--- src/rtl/video_capture_pkg.sv ---
// Shared types, register map and pixel-to-palette conversion for video_capture.
// Build option VIDEO_CAPTURE_GREY_EN selects a luma-style grey index instead of RGB332.
package video_capture_pkg;

  typedef enum logic [1:0] {
    IDLE     = 2'd0,
    WAIT_SOF = 2'd1,
    CAPTURE  = 2'd2,
    DONE     = 2'd3
  } state_t;

  localparam logic [2:0] REG_CTRL   = 3'd0;
  localparam logic [2:0] REG_STATUS = 3'd1;
  localparam logic [2:0] REG_HSTART = 3'd2;
  localparam logic [2:0] REG_HSTOP  = 3'd3;
  localparam logic [2:0] REG_VSTART = 3'd4;
  localparam logic [2:0] REG_VSTOP  = 3'd5;
  localparam logic [2:0] REG_BASE   = 3'd6;
  localparam logic [2:0] REG_STRIDE = 3'd7;

  function automatic logic [7:0] pix_to_index(input logic [7:0] r, input logic [7:0] g,
                                              input logic [7:0] b);
`ifdef VIDEO_CAPTURE_GREY_EN
    logic [9:0] sum;
    sum = {2'b00, r} + {1'b0, g, 1'b0} + {2'b00, b};
    return sum[9:2];
`else
    return {r[7:5], g[7:5], b[7:6]};
`endif
  endfunction

endpackage

--- src/rtl/video_capture_if.sv ---
// Pixel input, register access and framebuffer write port of video_capture.
// master = stimulus/system side, slave = the capture block.
interface video_capture_if #(parameter int AW = 16);
  logic          vid_valid;
  logic [7:0]    vid_red;
  logic [7:0]    vid_green;
  logic [7:0]    vid_blue;
  logic          vid_hsyn;
  logic          vid_vsyn;
  logic          cfg_en;
  logic          cfg_we;
  logic [2:0]    cfg_addr;
  logic [31:0]   cfg_wdata;
  logic [31:0]   cfg_rdata;
  logic          mem_we;
  logic [AW-1:0] mem_addr;
  logic [63:0]   mem_wdata;
  logic          mem_ready;

  modport master (
    output vid_valid, vid_red, vid_green, vid_blue, vid_hsyn, vid_vsyn,
    output cfg_en, cfg_we, cfg_addr, cfg_wdata, mem_ready,
    input  cfg_rdata, mem_we, mem_addr, mem_wdata
  );

  modport slave (
    input  vid_valid, vid_red, vid_green, vid_blue, vid_hsyn, vid_vsyn,
    input  cfg_en, cfg_we, cfg_addr, cfg_wdata, mem_ready,
    output cfg_rdata, mem_we, mem_addr, mem_wdata
  );
endinterface

--- src/rtl/video_capture_pack.sv ---
// Gathers 8 palette indices into a 64-bit word; reports a completed word combinationally
// when lane 7 is written or a non-empty partial word is flushed (unfilled lanes zero).
module video_capture_pack #(
  parameter int AW = 16
) (
  input  logic          clk_i,
  input  logic          rst_i,
  input  logic          pix_vld,
  input  logic [7:0]    pix_idx,
  input  logic [2:0]    lane,
  input  logic [AW-1:0] word_addr,
  input  logic          flush,
  input  logic          clear,
  output logic          done,
  output logic [63:0]   done_dat,
  output logic [AW-1:0] done_addr
);

  logic [63:0]   acc_q;
  logic [AW-1:0] addr_q;
  logic          has_q;
  logic [63:0]   merged;
  logic          last_lane;

  assign last_lane = pix_vld && (lane == 3'd7);

  always_comb begin
    merged = acc_q;
    merged[{lane, 3'b000} +: 8] = pix_idx;
    done      = 1'b0;
    done_dat  = acc_q;
    done_addr = addr_q;
    if (last_lane) begin
      done      = 1'b1;
      done_dat  = merged;
      done_addr = word_addr;
    end else if (flush && has_q) begin
      done = 1'b1;
    end
  end

  always_ff @(posedge clk_i or posedge rst_i) begin
    if (rst_i) begin
      acc_q  <= '0;
      addr_q <= '0;
      has_q  <= 1'b0;
    end else if (clear || flush || last_lane) begin
      acc_q <= '0;
      has_q <= 1'b0;
    end else if (pix_vld) begin
      acc_q  <= merged;
      addr_q <= word_addr;
      has_q  <= 1'b1;
    end
  end

endmodule

--- src/rtl/video_capture.sv ---
// Captures a cropped RGB pixel stream as 8-bit palette indices, 8 per word, into framebuffer memory.
// Build option VIDEO_CAPTURE_GREY_EN switches the index conversion (see video_capture_pkg).
module video_capture
  import video_capture_pkg::*;
#(
  parameter int AW = 16,
  parameter int CW = 12
) (
  input  logic           clk_i,
  input  logic           rst_i,
  video_capture_if.slave bus
);

  state_t        state;
  logic          ctrl_arm, ctrl_cont, ovf;
  logic [7:0]    frames;
  logic [CW-1:0] hstart, hstop, vstart, vstop;
  logic [CW-1:0] sh_hstart, sh_hstop, sh_vstart, sh_vstop;
  logic [AW-1:0] base, stride, sh_stride, linebase;
  logic [CW-1:0] pix, line, rel;
  logic          vsyn_q, hsyn_q;

  logic          vsyn_rise, line_end, cfg_wr, ctrl_wr, disarm, in_h, in_v, cap;
  logic [AW-1:0] waddr;
  logic [31:0]   rd_mux;
  logic          pk_done;
  logic [63:0]   pk_dat;
  logic [AW-1:0] pk_addr;

  // A frame start masks a coincident line end.
  assign vsyn_rise = bus.vid_vsyn & ~vsyn_q;
  assign line_end  = bus.vid_hsyn & ~hsyn_q & ~vsyn_rise;
  assign cfg_wr    = bus.cfg_en & bus.cfg_we;
  assign ctrl_wr   = cfg_wr && (bus.cfg_addr == REG_CTRL);
  assign disarm    = ctrl_wr && !bus.cfg_wdata[0];
  assign in_h      = (pix >= sh_hstart) && (pix < sh_hstop);
  assign in_v      = (line >= sh_vstart) && (line < sh_vstop);
  assign cap       = bus.vid_valid && (state == CAPTURE) && !vsyn_rise && !line_end
                     && !disarm && in_h && in_v;
  assign rel       = pix - sh_hstart;
  assign waddr     = linebase + AW'(rel >> 3);

  video_capture_pack #(.AW(AW)) u_pack (
    .clk_i     (clk_i),
    .rst_i     (rst_i),
    .pix_vld   (cap),
    .pix_idx   (pix_to_index(bus.vid_red, bus.vid_green, bus.vid_blue)),
    .lane      (rel[2:0]),
    .word_addr (waddr),
    .flush     (line_end),
    .clear     (vsyn_rise | disarm),
    .done      (pk_done),
    .done_dat  (pk_dat),
    .done_addr (pk_addr)
  );

  always_ff @(posedge clk_i or posedge rst_i) begin
    if (rst_i) begin
      state  <= IDLE;
      frames <= '0;
    end else if (ctrl_wr) begin
      if (!bus.cfg_wdata[0])                       state <= IDLE;
      else if (state == IDLE || state == DONE)     state <= WAIT_SOF;
    end else if (vsyn_rise) begin
      case (state)
        WAIT_SOF: state <= CAPTURE;
        CAPTURE: begin
          frames <= frames + 8'd1;
          state  <= ctrl_cont ? CAPTURE : DONE;
        end
        default: state <= state;
      endcase
    end
  end

  // Position tracking; window/base/stride shadows are loaded at each frame start.
  always_ff @(posedge clk_i or posedge rst_i) begin
    if (rst_i) begin
      vsyn_q    <= 1'b0;
      hsyn_q    <= 1'b0;
      pix       <= '0;
      line      <= '0;
      linebase  <= '0;
      sh_hstart <= '0;
      sh_hstop  <= CW'(1024);
      sh_vstart <= '0;
      sh_vstop  <= CW'(768);
      sh_stride <= AW'(128);
    end else begin
      vsyn_q <= bus.vid_vsyn;
      hsyn_q <= bus.vid_hsyn;
      if (vsyn_rise) begin
        pix       <= '0;
        line      <= '0;
        linebase  <= base;
        sh_hstart <= hstart;
        sh_hstop  <= hstop;
        sh_vstart <= vstart;
        sh_vstop  <= vstop;
        sh_stride <= stride;
      end else if (line_end) begin
        pix  <= '0;
        line <= line + CW'(1);
        if (in_v) linebase <= linebase + sh_stride;
      end else if (bus.vid_valid && (pix != '1)) begin
        pix <= pix + CW'(1);
      end
    end
  end

  always_comb begin
    rd_mux = '0;
    case (bus.cfg_addr)
      REG_CTRL:   rd_mux = {30'd0, ctrl_cont, ctrl_arm};
      REG_STATUS: rd_mux = {16'd0, frames, 4'd0, ovf, (state == DONE), state};
      REG_HSTART: rd_mux = 32'(hstart);
      REG_HSTOP:  rd_mux = 32'(hstop);
      REG_VSTART: rd_mux = 32'(vstart);
      REG_VSTOP:  rd_mux = 32'(vstop);
      REG_BASE:   rd_mux = 32'(base);
      REG_STRIDE: rd_mux = 32'(stride);
    endcase
  end

  always_ff @(posedge clk_i or posedge rst_i) begin
    if (rst_i) begin
      ctrl_arm      <= 1'b0;
      ctrl_cont     <= 1'b0;
      hstart        <= '0;
      hstop         <= CW'(1024);
      vstart        <= '0;
      vstop         <= CW'(768);
      base          <= '0;
      stride        <= AW'(128);
      ovf           <= 1'b0;
      bus.cfg_rdata <= '0;
      bus.mem_we    <= 1'b0;
      bus.mem_addr  <= '0;
      bus.mem_wdata <= '0;
    end else begin
      if (cfg_wr) begin
        case (bus.cfg_addr)
          REG_CTRL:   {ctrl_cont, ctrl_arm} <= bus.cfg_wdata[1:0];
          REG_STATUS: if (bus.cfg_wdata[3]) ovf <= 1'b0;
          REG_HSTART: hstart <= bus.cfg_wdata[CW-1:0];
          REG_HSTOP:  hstop  <= bus.cfg_wdata[CW-1:0];
          REG_VSTART: vstart <= bus.cfg_wdata[CW-1:0];
          REG_VSTOP:  vstop  <= bus.cfg_wdata[CW-1:0];
          REG_BASE:   base   <= bus.cfg_wdata[AW-1:0];
          REG_STRIDE: stride <= bus.cfg_wdata[AW-1:0];
        endcase
      end
      if (bus.cfg_en && !bus.cfg_we) bus.cfg_rdata <= rd_mux;

      if (bus.mem_we && bus.mem_ready) bus.mem_we <= 1'b0;
      // A stalled port drops the newly completed word; the pending one stays put.
      if (pk_done) begin
        if (bus.mem_we && !bus.mem_ready) begin
          ovf <= 1'b1;
        end else begin
          bus.mem_we    <= 1'b1;
          bus.mem_addr  <= pk_addr;
          bus.mem_wdata <= pk_dat;
        end
      end
    end
  end

endmodule

--- src/flat_wrapper.sv ---
// flat-port wrapper written by rule: the top's interface ports become plain ports
module video_capture_flat import video_capture_pkg::*;
#(
  parameter int AW = 16,
  parameter int CW = 12
)
  (clk_i, rst_i, bus_vid_valid, bus_vid_red, bus_vid_green, bus_vid_blue, bus_vid_hsyn, bus_vid_vsyn, bus_cfg_en, bus_cfg_we, bus_cfg_addr, bus_cfg_wdata, bus_mem_ready, bus_cfg_rdata, bus_mem_we, bus_mem_addr, bus_mem_wdata);
  video_capture_if #(.AW(AW)) bus_i ();
  input  logic clk_i;
  input  logic rst_i;
  input wire logic [$bits(bus_i.vid_valid)-1:0] bus_vid_valid;
  input wire logic [$bits(bus_i.vid_red)-1:0] bus_vid_red;
  input wire logic [$bits(bus_i.vid_green)-1:0] bus_vid_green;
  input wire logic [$bits(bus_i.vid_blue)-1:0] bus_vid_blue;
  input wire logic [$bits(bus_i.vid_hsyn)-1:0] bus_vid_hsyn;
  input wire logic [$bits(bus_i.vid_vsyn)-1:0] bus_vid_vsyn;
  input wire logic [$bits(bus_i.cfg_en)-1:0] bus_cfg_en;
  input wire logic [$bits(bus_i.cfg_we)-1:0] bus_cfg_we;
  input wire logic [$bits(bus_i.cfg_addr)-1:0] bus_cfg_addr;
  input wire logic [$bits(bus_i.cfg_wdata)-1:0] bus_cfg_wdata;
  input wire logic [$bits(bus_i.mem_ready)-1:0] bus_mem_ready;
  output wire logic [$bits(bus_i.cfg_rdata)-1:0] bus_cfg_rdata;
  output wire logic [$bits(bus_i.mem_we)-1:0] bus_mem_we;
  output wire logic [$bits(bus_i.mem_addr)-1:0] bus_mem_addr;
  output wire logic [$bits(bus_i.mem_wdata)-1:0] bus_mem_wdata;
  assign bus_i.vid_valid = bus_vid_valid;
  assign bus_i.vid_red = bus_vid_red;
  assign bus_i.vid_green = bus_vid_green;
  assign bus_i.vid_blue = bus_vid_blue;
  assign bus_i.vid_hsyn = bus_vid_hsyn;
  assign bus_i.vid_vsyn = bus_vid_vsyn;
  assign bus_i.cfg_en = bus_cfg_en;
  assign bus_i.cfg_we = bus_cfg_we;
  assign bus_i.cfg_addr = bus_cfg_addr;
  assign bus_i.cfg_wdata = bus_cfg_wdata;
  assign bus_i.mem_ready = bus_mem_ready;
  assign bus_cfg_rdata = bus_i.cfg_rdata;
  assign bus_mem_we = bus_i.mem_we;
  assign bus_mem_addr = bus_i.mem_addr;
  assign bus_mem_wdata = bus_i.mem_wdata;
  video_capture #(.AW(AW), .CW(CW)) u_core (.clk_i(clk_i), .rst_i(rst_i), .bus(bus_i));
endmodule
--- config.mk ---
export PLATFORM = sky130hd
export DESIGN_NAME = video_capture_flat
export DESIGN_NICKNAME = d
export VERILOG_FILES = /design/src/rtl/video_capture_pkg.sv /design/src/rtl/video_capture_if.sv /design/src/rtl/video_capture_pack.sv /design/src/rtl/video_capture.sv /design/src/flat_wrapper.sv
export SDC_FILE = /design/constraint.sdc
export NUM_CORES = 1
export LEC_CHECK = 0
export CAP_MARGIN = 20
export CORE_MARGIN = 2
export CORE_UTILIZATION = 60
export CTS_CLUSTER_DIAMETER = 100
export DETAILED_ROUTE_END_ITERATION = 16
export GPL_ROUTABILITY_DRIVEN = 0
export GPL_TIMING_DRIVEN = 0
export PLACE_DENSITY = 0.87
export SYNTH_ARGS = -nofsm -noshare
export SYNTH_HDL_FRONTEND = slang
export SYNTH_HIERARCHICAL = 1
export SYNTH_SLANG_ARGS = --single-unit
--- constraint.sdc ---
create_clock -name clk_i -period 16.7 [get_ports clk_i]
set_input_delay 3.34 -clock clk_i [delete_from_list [all_inputs] [get_ports clk_i]]
set_output_delay 3.34 -clock clk_i [all_outputs]
set_load 0.1 [all_outputs]
==> impl_metrics.toml, run 1 <==
[clocking]
cts_buffer_depth = 3
cts-root-buf = "clkbuf_16"
cts.sinks = 377
post-cts-setup-buffers = 0
clock_latency_ns = 0.55
cts_tree = "done"
cts_buffers = 40
htree_num_levels = 2
path_clk_slew_ns = 0.06
cts_resized = 0
cts_hold_buf = 0

[sta]
report.final.slew_viol_count = 0
period_minus_slack_ns = 8.28
skew_ns = 0.0253
worst_pin_slew_ns = 1.06
fin_setup_tns_ns = 0
setup_slack_ns = 8.42
clock.fmax_mhz = 121
timing.final.crit_share_pct = 49.6
slew_headroom_pct = 29.2
rsz0062_at_grt = "false"
setup_violations = 0
final_hold_viol_count = 0

[synth]
synth_top_area_cell = "dfrtp_1"
synth_area_mm2 = 0.0194
seq_area_frac_synth_pct = 48.7
ys_ff_latch = 377
syn_inst = 1762
synth_edf_count = 0
avgSynthCellArea_um2 = 11.0
synth.top_cell.area_share_pct = 47.7
synthTopCellsByCount = "dfrtp_1 (369), mux2_2 (244), nand2_1 (240)"
post_synth_num_cell_types = 85
ys.flop_type = "dfrtp_1"
yosysWarnings = 6
yosysMostFrequentCell = "dfrtp_1"
ys_async_sr_fraction_pct = 100
ys_top_cells_by_area = "dfrtp_1 (48%), mux2_2 (14%), ha_1 (5.2%), nand2_1 (4.6%), o21ai_0 (2.8%)"

[floorplan]
fp.coreArea_mm2 = 0.0317
die_height_um = 184
row_count = 65
die_area_mm2 = 0.0337
die_w_um = 184
io_pins = 180
start_util_pct = 61.1

[worst_setup_path]
reg2reg_from = "u_core/line[0]"
critPathKind = "in -> reg"
worstPathRequired_ns = 17.12
startpoint = "bus_cfg_addr[0]"
worstPathMaxFanout = 10
worst-r2r-cell-count = 16
critPathCapture = "u_core/bus.mem_wdata[63]"
startpoint_type = "input port"
r2r-end = "u_core/bus.mem_wdata[63]"
cp-end-kind = "register"
worstPathArrival_ns = 8.70
regToRegSetupSlack_ns = 10.79

[layout]
drive_gt1_share_pct = 20.1
multiInputGateArea_mm2 = 0.00912
regArea_mm2 = 0.00944
nFillCells = 2058
syn2layout_area_growth_pct = 17.2
diodes = 0
layout.nets = 2101
fin_cells = 2384

[placed_design]
io_buffers = 127
dp_cells = 2310
post-place-ws_ns = 8.38
dp_hpwl_um = 37500

[route]
drt_wl_total_um = 54600
wl_per_cell_um = 22.9
ant_nets = 0
viasPerCell = 6.52
post-route-drc-count = 0
num_vias = 15500
routed-wl-met3_um = 6140
dr.pass1.iters = 9
wirelength_met1_um = 20500
top_layer = "met4"
dr_wl_met2_um = 24900
drt_iter0_markers = 1732

[grt]
antenna_found_initial = 1
grtUsageTotal_pct = 32.4
first_global_vias = 15700
overflow = 0
grt_pass1_wl_um = 85100
grt_max_degree = 125

[pwr]
peakVddDrop_mv = 0.132
power.leakage_nw = 10.8
p_per_area_mw_per_mm2 = 128

[flow_run]
maxCapViolCount = 0

[run_status]
status = "completed"

[hold_path]
hp-class = "reg -> reg"
[cells by family (layout without fill, tap and decap cells)]
| kind of cell | after synthesis | after routing | share of synthesized area [%] |
|---|---|---|---|
| buffers and inverters | 192 | 397 | 4.50 |
| XOR/XNOR | 55 | 55 | 2.49 |
| multiplexers | 273 | 273 | 15.9 |
| AO/OA/AOI/OAI | 329 | 329 | 11.8 |
| other | 1 | 16 | 0.0194 |
| flip-flops | 377 | 377 | 48.7 |
| AND/OR/NAND/NOR | 451 | 451 | 10.9 |
| adder cells (fa/ha/maj) | 84 | 84 | 5.54 |
[placed cells by master (no fill, tap or decap), types with 30 or more instances in the layout]
cell / count
dfrtp_1: 369
mux2_2: 244
nand2_1: 240
clkdlybuf4s50_1: 127
o21ai_0: 109
ha_1: 81
inv_1: 71
clkbuf_1: 68
nor2_1: 67
a32o_1: 50
a21oi_1: 45
clkbuf_16: 41
xnor2_1: 30
[report_power, final]
group	internal, mW	total (mW)	switching [mW]
clock network	0.577	0.948	0.371
registers	1.03	1.14	0.109
logic	0.307	0.825	0.517
[layout make-up]
| type | instances | share of cell area [%] |
|---|---|---|
| plain buffers | 119 | 2.63 |
| inverters | 73 | 1.25 |
| repair buffers | 131 | 5.95 |
| multi-input cells | 1208 | 40.1 |
| flip-flops and latches | 377 | 41.6 |
| clock buffers | 55 | 5.06 |
| clock inverters | 19 | 1.16 |
| well taps | 402 | 2.21 |
[worst max-delay path, stage by stage]
cell and delay (ns):
clkdlybuf4s50_1 0.56, nor2_1 0.14, nand4_1 0.36, nor2_1 0.13, a2111oi_0 0.36, o311ai_0 0.20, a2111oi_0 0.74, buf_2 0.27
clkbuf_1 0.36, nand3_1 0.41, clkbuf_1 0.36, nand2_1 0.24, nand2_1 0.37, buf_1 0.43, mux2_2 0.39
[worst min path at each step]
stage | startpoint | slack [ns] | depth (start not counted) | to
after global routing | u_core/bus.cfg_rdata[11] | 0.50 | 2 | u_core/bus.cfg_rdata[11]
after detailed placement | u_core/bus.cfg_rdata[5] | 0.47 | 1 | u_core/bus.cfg_rdata[5]
after CTS | u_core/bus.cfg_rdata[15] | 0.49 | 2 | u_core/bus.cfg_rdata[15]
final | u_core/bus.cfg_rdata[11] | 0.48 | 2 | u_core/bus.cfg_rdata[11]
after global placement | u_core/sh_stride[7] | 0.46 | 2 | u_core/sh_stride[7]
after floorplan | u_core/sh_vstop[0] | 0.44 | 2 | u_core/sh_vstop[0]
[per-stage QoR]
| stage | power, mW | hold slack, ns | util, % | cell area [um^2] |
|---|---|---|---|---|
| floorplan | 1.71 | 0.438 | - | 19400 |
| global placement | 1.88 | 0.456 | 66.9 | 21200 |
| detailed placement | 1.93 | 0.471 | 67.1 | 21300 |
| CTS | 2.89 | 0.485 | 71.6 | 22700 |
| global route | 3.03 | 0.503 | 71.6 | 22700 |
| finish | 2.91 | 0.485 | 71.6 | 22700 |
[per-layer routing]
layer  up-vias  track usage [%]
li1       6620                -
met1      7628             41.9
met2      1026             50.6
met3       268             8.26
met4         0             16.7
met5         -                0
[flip-flops by register name, indices dropped and copies added, names as in the netlist, 16 cells and up]
name / count
u_core/u_pack/acc_q: 64
u_core/sh_stride: 16
u_core/u_pack/addr_q: 16
u_core/bus.mem_addr: 16
u_core/linebase: 16
u_core/bus.mem_wdata: 64
u_core/bus.cfg_rdata: 16
u_core/stride: 16
u_core/base: 16
Note: power is estimated with default switching activity, not from simulation.
==> inputs of run 2 (changes only) <==
CORE_UTILIZATION = 58   (was 60)
PLACE_DENSITY = 0.84   (was 0.87)
clock period = 8.5 ns   (was 16.7 ns; I/O delays follow)
==> impl_metrics.toml, run 2 (synthesis results as in run 1) <==
[floorplan]
die_area_mm2 = 0.0349
row_count = 66
start_util_pct = 59.3
die_w_um = 187
die_height_um = 187
fp.coreArea_mm2 = 0.0327
io_pins = 180

[clocking]
cts_buffers = 40
cts_buffer_depth = 3
cts_tree = "done"
path_clk_slew_ns = 0.06
post-cts-setup-buffers = 0
cts.sinks = 377
htree_num_levels = 2
clock_latency_ns = 0.54
cts-root-buf = "clkbuf_16"
cts_hold_buf = 0
cts_resized = 0

[worst_setup_path]
worstPathMaxFanout = 10
cpPeakStageDelay_ns = 0.54
startpoint_type = "input port"
cp-end-kind = "register"
cp_cell_sequence = "clkbuf_1 > inv_1 > nand4_1 > nor2_1 > a2111oi_0 > o311ai_0 > a2111oi_0 > buf_1 > clkbuf_1 > nand3_1 > clkbuf_1 > nand2_1 > nand2_1 > buf_1 > mux2_2"
worstPathArrival_ns = 6.68
critPathSlowestCell = "a2111oi_0"
critPathBufInv = 6
critPathKind = "in -> reg"
path_delay_family = "buffers and inverters"
worstPathRequired_ns = 8.90
crit_top_cell = "clkbuf_1"

[grt]
grtUsageTotal_pct = 29.6
grt_pass1_wl_um = 82700
grt_max_degree = 71
overflow = 0
antenna_found_initial = 0
first_global_vias = 14900

[placed_design]
post-place-ws_ns = 2.03
dp_hpwl_um = 37200
dp_cells = 2355
io_buffers = 127

[run_status]
status = "completed"

[sta]
worst_pin_slew_ns = 1.05
clock.fmax_mhz = 159
fin_setup_tns_ns = 0
final_hold_viol_count = 0
period_minus_slack_ns = 6.28
slew_headroom_pct = 29.5
hold_ws_ns = 0.468
setup_slack_ns = 2.22
skew_ns = 0.0329
timing.final.crit_share_pct = 73.9
setup_violations = 0
rsz0062_at_grt = "false"
report.final.slew_viol_count = 0

[layout]
final_cell_mix = "dfrtp_1 (369), mux2_2 (244), nand2_1 (240)"
final_common_cell = "dfrtp_1"
syn2layout_area_growth_pct = 17.7
top_regs = "u_core/bus.mem_wdata x64, u_core/u_pack/acc_q x64"
fin_cells = 2427
drive_gt1_share_pct = 20.1
nFillCells = 2270
layout.nets = 2106
diodes = 0

[pwr]
power.leakage_nw = 10.8
p_per_area_mw_per_mm2 = 246
peakVddDrop_mv = 0.190
p_total_mw = 5.61

[route]
dr.pass1.iters = 7
drt_wl_total_um = 51600
post-route-drc-count = 0
viasPerCell = 6.17
num_vias = 15000
wl_per_cell_um = 21.3
drt_iter0_markers = 1575
ant_nets = 0

[flow_run]
maxCapViolCount = 0

[hold_path]
hp-class = "reg -> reg"
[run 2: cell count changes in the layout (fill, tap and decap cells not counted), sizes merged]
cell | before | now
clkinv | 9 | 8
clkinvlp | 1 | 3
inv | 76 | 73
buf | 60 | 65
clkbuf | 118 | 119
bufinv | 6 | 5
[run 2: path summary, 6_finish.rpt]
path / start / to / slack [ns] / cells after the start
worst max-delay path: bus_cfg_addr[2] / u_core/bus.mem_wdata[57] / 2.22 / 15
worst min-delay path: u_core/sh_stride[7] / u_core/sh_stride[7] / 0.47 / 2
worst max register to register: u_core/line[0] / u_core/bus.mem_wdata[57] / 2.99 / 16
worst min register to register: u_core/sh_stride[7] / u_core/sh_stride[7] / 0.47 / 2
max in group asynchronous: rst_i / u_core/sh_vstop[8] / 5.35 / 5
min in group asynchronous: rst_i / u_core/u_pack/addr_q[4] / 1.54 / 2
[run 2: cell type report]
class / instances / area [um^2] / area share, %
repair buffers: 136 / 1440 / 6.33
flip-flops and latches: 377 / 9440 / 41.4
clock buffers: 56 / 1140 / 5.00
multi-input cells: 1208 / 9120 / 40.0
inverters: 73 / 280 / 1.23
well taps: 442 / 553 / 2.42
clock inverters: 16 / 233 / 1.02
plain buffers: 119 / 598 / 2.62
[run 2: routing by layer]
layer	share of wire (%)	track usage [%]
met2	48	48.2
met3	8.5	5.44
met1	41	40.6
met5	0	0
met4	3.0	9.37
[run 2: metrics by stage]
stage          utilization [%]  instance area [um^2]
6_report                  69.7                 22800
5_1_grt                   69.7                 22800
4_1_cts                   69.7                 22800
3_5_place_dp              65.5                 21400
3_3_place_gp              65.0                 21300
2_1_floorplan                -                 19400
[run 2: power breakdown]
group | switching (mW) | internal (mW) | leakage, nW
clock network | 0.716 | 1.09 | 0.670
logic | 0.956 | 0.604 | 5.17
registers | 0.209 | 2.03 | 4.97
[run 2: tightest hold or removal path: stages (launching register included)]
cell     delay [ns]
dfstp_2        0.37
nand2_1        0.05
nand2_1        0.04
